### src/rtl/pipe_pkg.sv
// Shared types and constants for the pipeline hazard controller.
// Holds the forwarding selects, the memory-wait FSM states and the forwarding helper.
package pipe_pkg;

    localparam int REG_W = 5;

    localparam logic [1:0] FWD_REG = 2'b00;
    localparam logic [1:0] FWD_WB  = 2'b01;
    localparam logic [1:0] FWD_ME  = 2'b10;

    typedef enum logic [1:0] {
        RUN  = 2'd0,
        WAIT = 2'd1,
        HALT = 2'd2
    } hz_state_e;

    // EX_ME result wins over ME_WB; r0 is hardwired zero and never forwarded.
    function automatic logic [1:0] fwd_sel(
        input logic [REG_W-1:0] src,
        input logic [REG_W-1:0] me_rd,
        input logic             me_regwr,
        input logic [REG_W-1:0] wb_rd,
        input logic             wb_regwr
    );
        if (me_regwr && (me_rd != '0) && (me_rd == src))
            return FWD_ME;
        else if (wb_regwr && (wb_rd != '0) && (wb_rd == src))
            return FWD_WB;
        else
            return FWD_REG;
    endfunction

endpackage

### src/rtl/pipeline_hazard_ctrl_sat_counter.sv
// Saturating up-counter with asynchronous clear; holds at all-ones instead of wrapping.
module sat_counter #(
    parameter int W = 16
) (
    input  logic         clk,
    input  logic         rst,
    input  logic         inc,
    output logic [W-1:0] count
);

    logic [W-1:0] count_q;
    logic [W-1:0] count_d;

    always_comb begin
        count_d = count_q;
        if (inc && (count_q != {W{1'b1}}))
            count_d = count_q + 1'b1;
    end

    always_ff @(posedge clk or posedge rst) begin
        if (rst)
            count_q <= '0;
        else
            count_q <= count_d;
    end

    assign count = count_q;

endmodule

### src/rtl/pipeline_hazard_ctrl.sv
// Hazard controller for the 5-stage pipeline: stage enables/flushes, ALU forwarding,
// memory-wait timeout FSM and saturating stall/flush activity counters.
module pipeline_hazard_ctrl
    import pipe_pkg::*;
#(
    parameter int MEM_TIMEOUT = 16,
    parameter int CNT_W       = 16
) (
    input  logic             clk,
    input  logic             rst,
    input  logic [REG_W-1:0] id_rs,
    input  logic [REG_W-1:0] id_rt,
    input  logic [REG_W-1:0] ex_rs,
    input  logic [REG_W-1:0] ex_rt,
    input  logic [REG_W-1:0] ex_rd,
    input  logic             ex_regwr,
    input  logic             ex_mem2reg,
    input  logic             branch_taken,
    input  logic [REG_W-1:0] me_rd,
    input  logic             me_regwr,
    input  logic             me_mem2reg,
    input  logic             me_memwr,
    input  logic             dmem_ready,
    input  logic [REG_W-1:0] wb_rd,
    input  logic             wb_regwr,
    output logic             pc_en,
    output logic             ifid_en,
    output logic             ifid_flush,
    output logic             idex_en,
    output logic             idex_flush,
    output logic             exme_en,
    output logic             mewb_en,
    output logic [1:0]       fwd_a,
    output logic [1:0]       fwd_b,
    output logic             mem_err,
    output logic [CNT_W-1:0] stall_cycles,
    output logic [CNT_W-1:0] flush_events
);

    localparam int            TW   = $clog2(MEM_TIMEOUT + 1);
    localparam logic [TW-1:0] TMAX = TW'(MEM_TIMEOUT);

    hz_state_e     state_q;
    logic [TW-1:0] tcnt_q;
    logic          mem_err_q;

    logic memstall;
    logic loaduse;
    logic freeze;
    logic branch_flush;

    assign memstall = (me_mem2reg | me_memwr) & ~dmem_ready;
    assign loaduse  = ex_mem2reg & ex_regwr & (ex_rd != '0) &
                      ((ex_rd == id_rs) | (ex_rd == id_rt));
    assign freeze       = (state_q == HALT) | memstall;
    assign branch_flush = ~freeze & branch_taken;

    always_comb begin
        pc_en      = 1'b1;
        ifid_en    = 1'b1;
        ifid_flush = 1'b0;
        idex_en    = 1'b1;
        idex_flush = 1'b0;
        exme_en    = 1'b1;
        mewb_en    = 1'b1;
        if (freeze) begin
            pc_en   = 1'b0;
            ifid_en = 1'b0;
            idex_en = 1'b0;
            exme_en = 1'b0;
            mewb_en = 1'b0;
        end else if (branch_taken) begin
            // The load-use consumer in ID is squashed, so no bubble is needed.
            ifid_flush = 1'b1;
            idex_flush = 1'b1;
        end else if (loaduse) begin
            pc_en      = 1'b0;
            ifid_en    = 1'b0;
            idex_flush = 1'b1;
        end
    end

    assign fwd_a = fwd_sel(ex_rs, me_rd, me_regwr, wb_rd, wb_regwr);
    assign fwd_b = fwd_sel(ex_rt, me_rd, me_regwr, wb_rd, wb_regwr);

    always_ff @(posedge clk or posedge rst) begin
        if (rst) begin
            state_q   <= RUN;
            tcnt_q    <= '0;
            mem_err_q <= 1'b0;
        end else begin
            case (state_q)
                RUN: begin
                    if (memstall) begin
                        state_q <= WAIT;
                        tcnt_q  <= TW'(1);
                    end
                end
                WAIT: begin
                    if (!memstall) begin
                        state_q <= RUN;
                        tcnt_q  <= '0;
                    end else if (tcnt_q == TMAX) begin
                        state_q   <= HALT;
                        mem_err_q <= 1'b1;
                    end else begin
                        tcnt_q <= tcnt_q + 1'b1;
                    end
                end
                HALT: begin
                    // Only reset leaves HALT; a late dmem_ready is ignored.
                    state_q   <= HALT;
                    mem_err_q <= 1'b1;
                end
                default: begin
                    state_q <= RUN;
                    tcnt_q  <= '0;
                end
            endcase
        end
    end

    assign mem_err = mem_err_q;

    sat_counter #(.W(CNT_W)) u_stall_cnt (
        .clk   (clk),
        .rst   (rst),
        .inc   (~pc_en),
        .count (stall_cycles)
    );

    sat_counter #(.W(CNT_W)) u_flush_cnt (
        .clk   (clk),
        .rst   (rst),
        .inc   (branch_flush),
        .count (flush_events)
    );

endmodule

### config.mk
export PLATFORM = sky130hd
export DESIGN_NAME = pipeline_hazard_ctrl
export DESIGN_NICKNAME = d
export VERILOG_FILES = /design/src/rtl/pipe_pkg.sv /design/src/rtl/pipeline_hazard_ctrl_sat_counter.sv /design/src/rtl/pipeline_hazard_ctrl.sv
export SDC_FILE = /design/constraint.sdc
export NUM_CORES = 1
export LEC_CHECK = 0
export BUFFER_PORTS_ARGS = -buffer_cell sky130_fd_sc_hd__buf_2
export CAP_MARGIN = 15
export CELL_PAD_IN_SITES_DETAIL_PLACEMENT = 1
export CELL_PAD_IN_SITES_GLOBAL_PLACEMENT = 1
export CORE_ASPECT_RATIO = 0.6
export CORE_MARGIN = 4
export CORE_UTILIZATION = 38
export CTS_BUF_LIST = sky130_fd_sc_hd__clkbuf_4 sky130_fd_sc_hd__clkbuf_8
export CTS_CLUSTER_SIZE = 30
export DETAILED_ROUTE_END_ITERATION = 12
export PLACE_DENSITY = 0.88
export SLEW_MARGIN = 40
export SYNTH_ARGS = -nofsm -noshare
export SYNTH_HDL_FRONTEND = slang
export SYNTH_SLANG_ARGS = --single-unit
### constraint.sdc
create_clock -name clk -period 2.45 [get_ports clk]
set_input_delay 0.245 -clock clk [delete_from_list [all_inputs] [get_ports clk]]
set_output_delay 0.245 -clock clk [all_outputs]
set_load 0.1 [all_outputs]
==> metrics <==
Residual DRC 0; Worst-path clk slew approximately 0.08 ns; synthesized cell area 2400 um^2; Worst-Margin Slew 0.501 ns; max-slew violations 0; # diodes 0; Vias 2135; Synth area leaders dfrtp_1, xnor2_1, xor2_1, nand2_1, nand4_1; status complete, no violations; leakage between 1 and 1.5 nW; CTS Sinks 40; critical path capture point type primary output; pin count of the biggest net entering global routing 41; Final Hold Vio Count 0; Worst EP required 2.20 ns; port bufs 88; largest area contributor in the netlist dfrtp_1; layout overhead on the synthesized area 30.5%; initial antenna violation count 0; GR Util met1 0.236; Die W 111 um; number of synthesized flops with an enable pin 0; top_reg_cell synth dfrtp_1; routability cong. 0.894; CTS root buf clkbuf_8; area share of the largest cell type after synthesis 0.417; Slew headroom 0.668; hpwl dp 5.40 mm; met2 Use GR 0.284; Via density ~5.1; die area 7690 um^2; Clock Path Buffers 2; final-stage net count 380; Clock Latency Late Sink 0.31 ns; Num CTS Buffers 5; fmax 451 MHz; GRT Residual Overflow 0; io pins 89; share of post-route cells with drive strength above 1 0.367; Clock Skew between 0.009 and 0.01 ns; Syn Nets just under 300; number of cells produced by synthesis 241; Most Crowded Layer GR met2; TritonCTS clock tree yes; Die H 69.5 um; Initial Util 0.393; DR iter-0 viols 66; Total GRT Usage 0.180; pwr dens 893 nW/um^2; post-route setup TNS 0 ns; antenna viol nets, final 0; DR WL/cell 15.9 um; Tightest Hold Check Type in2async; # rows 22; CTS H-tree lvls 2; CP Max Fanout 9; startpoint types flop; synthesized flop and latch total 40; VDD IR max ~0.97 mV; total of max-cap violations 0; most common cell in the netlist dfrtp_1; First-pass DRT Iterations 4; synth unique cells 41; routed wire length 6.62 mm; Final Power roughly 0.0028 W; YS warnings 0; CORE AREA 6110 um^2; number of setup violations in the final report 0; crit path DAT 1.97 ns; sequential fraction of the synthesis area 0.417; Period minus WS final roughly 2.2 ns; RSZ-0062 raised after global routing no; Commonest cells post-synth dfrtp_1, xnor2_1, xor2_1; ys async rst share 1.00; post-synthesis average cell area ~10 um^2; WS Path Type reg2out; first-pass GRT wire length around 11 mm; M3 GR Usage 0.0506; number of global-route vias before repair around 2200; final period utilization 0.906
[kinds of logic (layout without fill, tap and decap cells)]
group,after synthesis,count (layout),share of synthesized area
multiplexers,3,3,0.0156
AND/OR/NAND/NOR,95,95,0.215
adder cells (fa/ha/maj),4,4,0.0209
buffers and inverters,15,106,0.0308
AO/OA/AOI/OAI,24,24,0.0814
flip-flops,40,40,0.417
XOR/XNOR,60,60,0.219
[where the power goes]
group,internal [W],switching [W]
combinational,0.000262,0.00105
clock,0.000333,0.000244
sequential,0.000770,0.000140
total,0.00137,0.00143
[worst max-delay path, stage by stage (launching register included)]
cell and delay (ns):
dfrtp_1 0.50, nand2b_1 0.16, and2_1 0.31, nand2_1 0.27, clkinvlp_4 0.15, buf_4 0.29
[path summary, 6_finish.rpt]
check                                        from                               end  slack, ns  cells after the start
max                        state_q[0]$_DFFE_PP0P_                        ifid_flush       0.23                      5
min                                           rst  u_flush_cnt.count[6]$_DFFE_PP0P_       0.05                      3
max reg2reg                state_q[0]$_DFFE_PP0P_  u_flush_cnt.count[1]$_DFFE_PP0P_       0.33                      5
min reg2reg                   mem_err$_DFFE_PP0P_               mem_err$_DFFE_PP0P_       0.47                      1
max in group asynchronous                     rst  u_stall_cnt.count[0]$_DFFE_PP0P_       2.03                      3
min in group clk                       dmem_ready             tcnt_q[0]$_DFFE_PP0P_       0.40                      5
[registers in the layout (all words and copies together) (netlist names)]
| register | cells |
|---|---|
| u_flush_cnt.count | 16 |
| u_stall_cnt.count | 16 |
| tcnt_q | 5 |
| state_q | 2 |
| mem_err | 1 |
[metal layers]
| layer | wire length (um) | up-vias |
|---|---|---|
| li1 | - | 1021 |
| met1 | 3130 | 1040 |
| met2 | 3030 | 59 |
| met3 | 313 | 15 |
| met4 | 154 | 0 |
| met5 | 0 | - |
[area by class of cell]
class / count / area (um^2)
Fill cell: 743 / 2980
Multi-Input combinational cell: 186 / 1400
Sequential cell: 40 / 1000
Timing Repair Buffer: 90 / 463
Tap cell: 84 / 105
Clock buffer: 6 / 82.6
Clock inverter: 2 / 38.8
Inverter: 8 / 37.5
[metrics by stage]
step / hold slack (ns) / utilization / std cells / cell area [um^2] / worst slack (ns)
finish: 0.0501 / 0.512 / 416 / 3130 / 0.231
global route: 0.0962 / 0.512 / 416 / 3130 / 0.0782
CTS: 0.0597 / 0.511 / 416 / 3120 / 0.0530
detailed placement: 0.398 / 0.491 / 408 / 3000 / 0.209
global placement: 0.396 / 0.491 / 408 / 3000 / 0.326
floorplan: 0.463 / - / 241 / 2500 / 0.00880
[layout by cell type (no fill, tap or decap), drive strengths merged, types with 4 or more instances in the layout]
cell type	n
or4	5
ha	4
a21oi	4
nand2	25
nand3	13
dfrtp	40
o22ai	4
and4	4
inv	6
xnor2	30
clkbuf	8
nor2	14
nor4	4
o21ai	6
xor2	30
nand4	11
and3	10
buf	88
[repair_timing]
action	in CTS	in global routing
hold buffers	0	0
setup endpoints to repair	1	3
pin swaps	0	0
resized for setup	1	3
setup buffers	0	0
No activity file was read; power rests on OpenSTA's default activity.
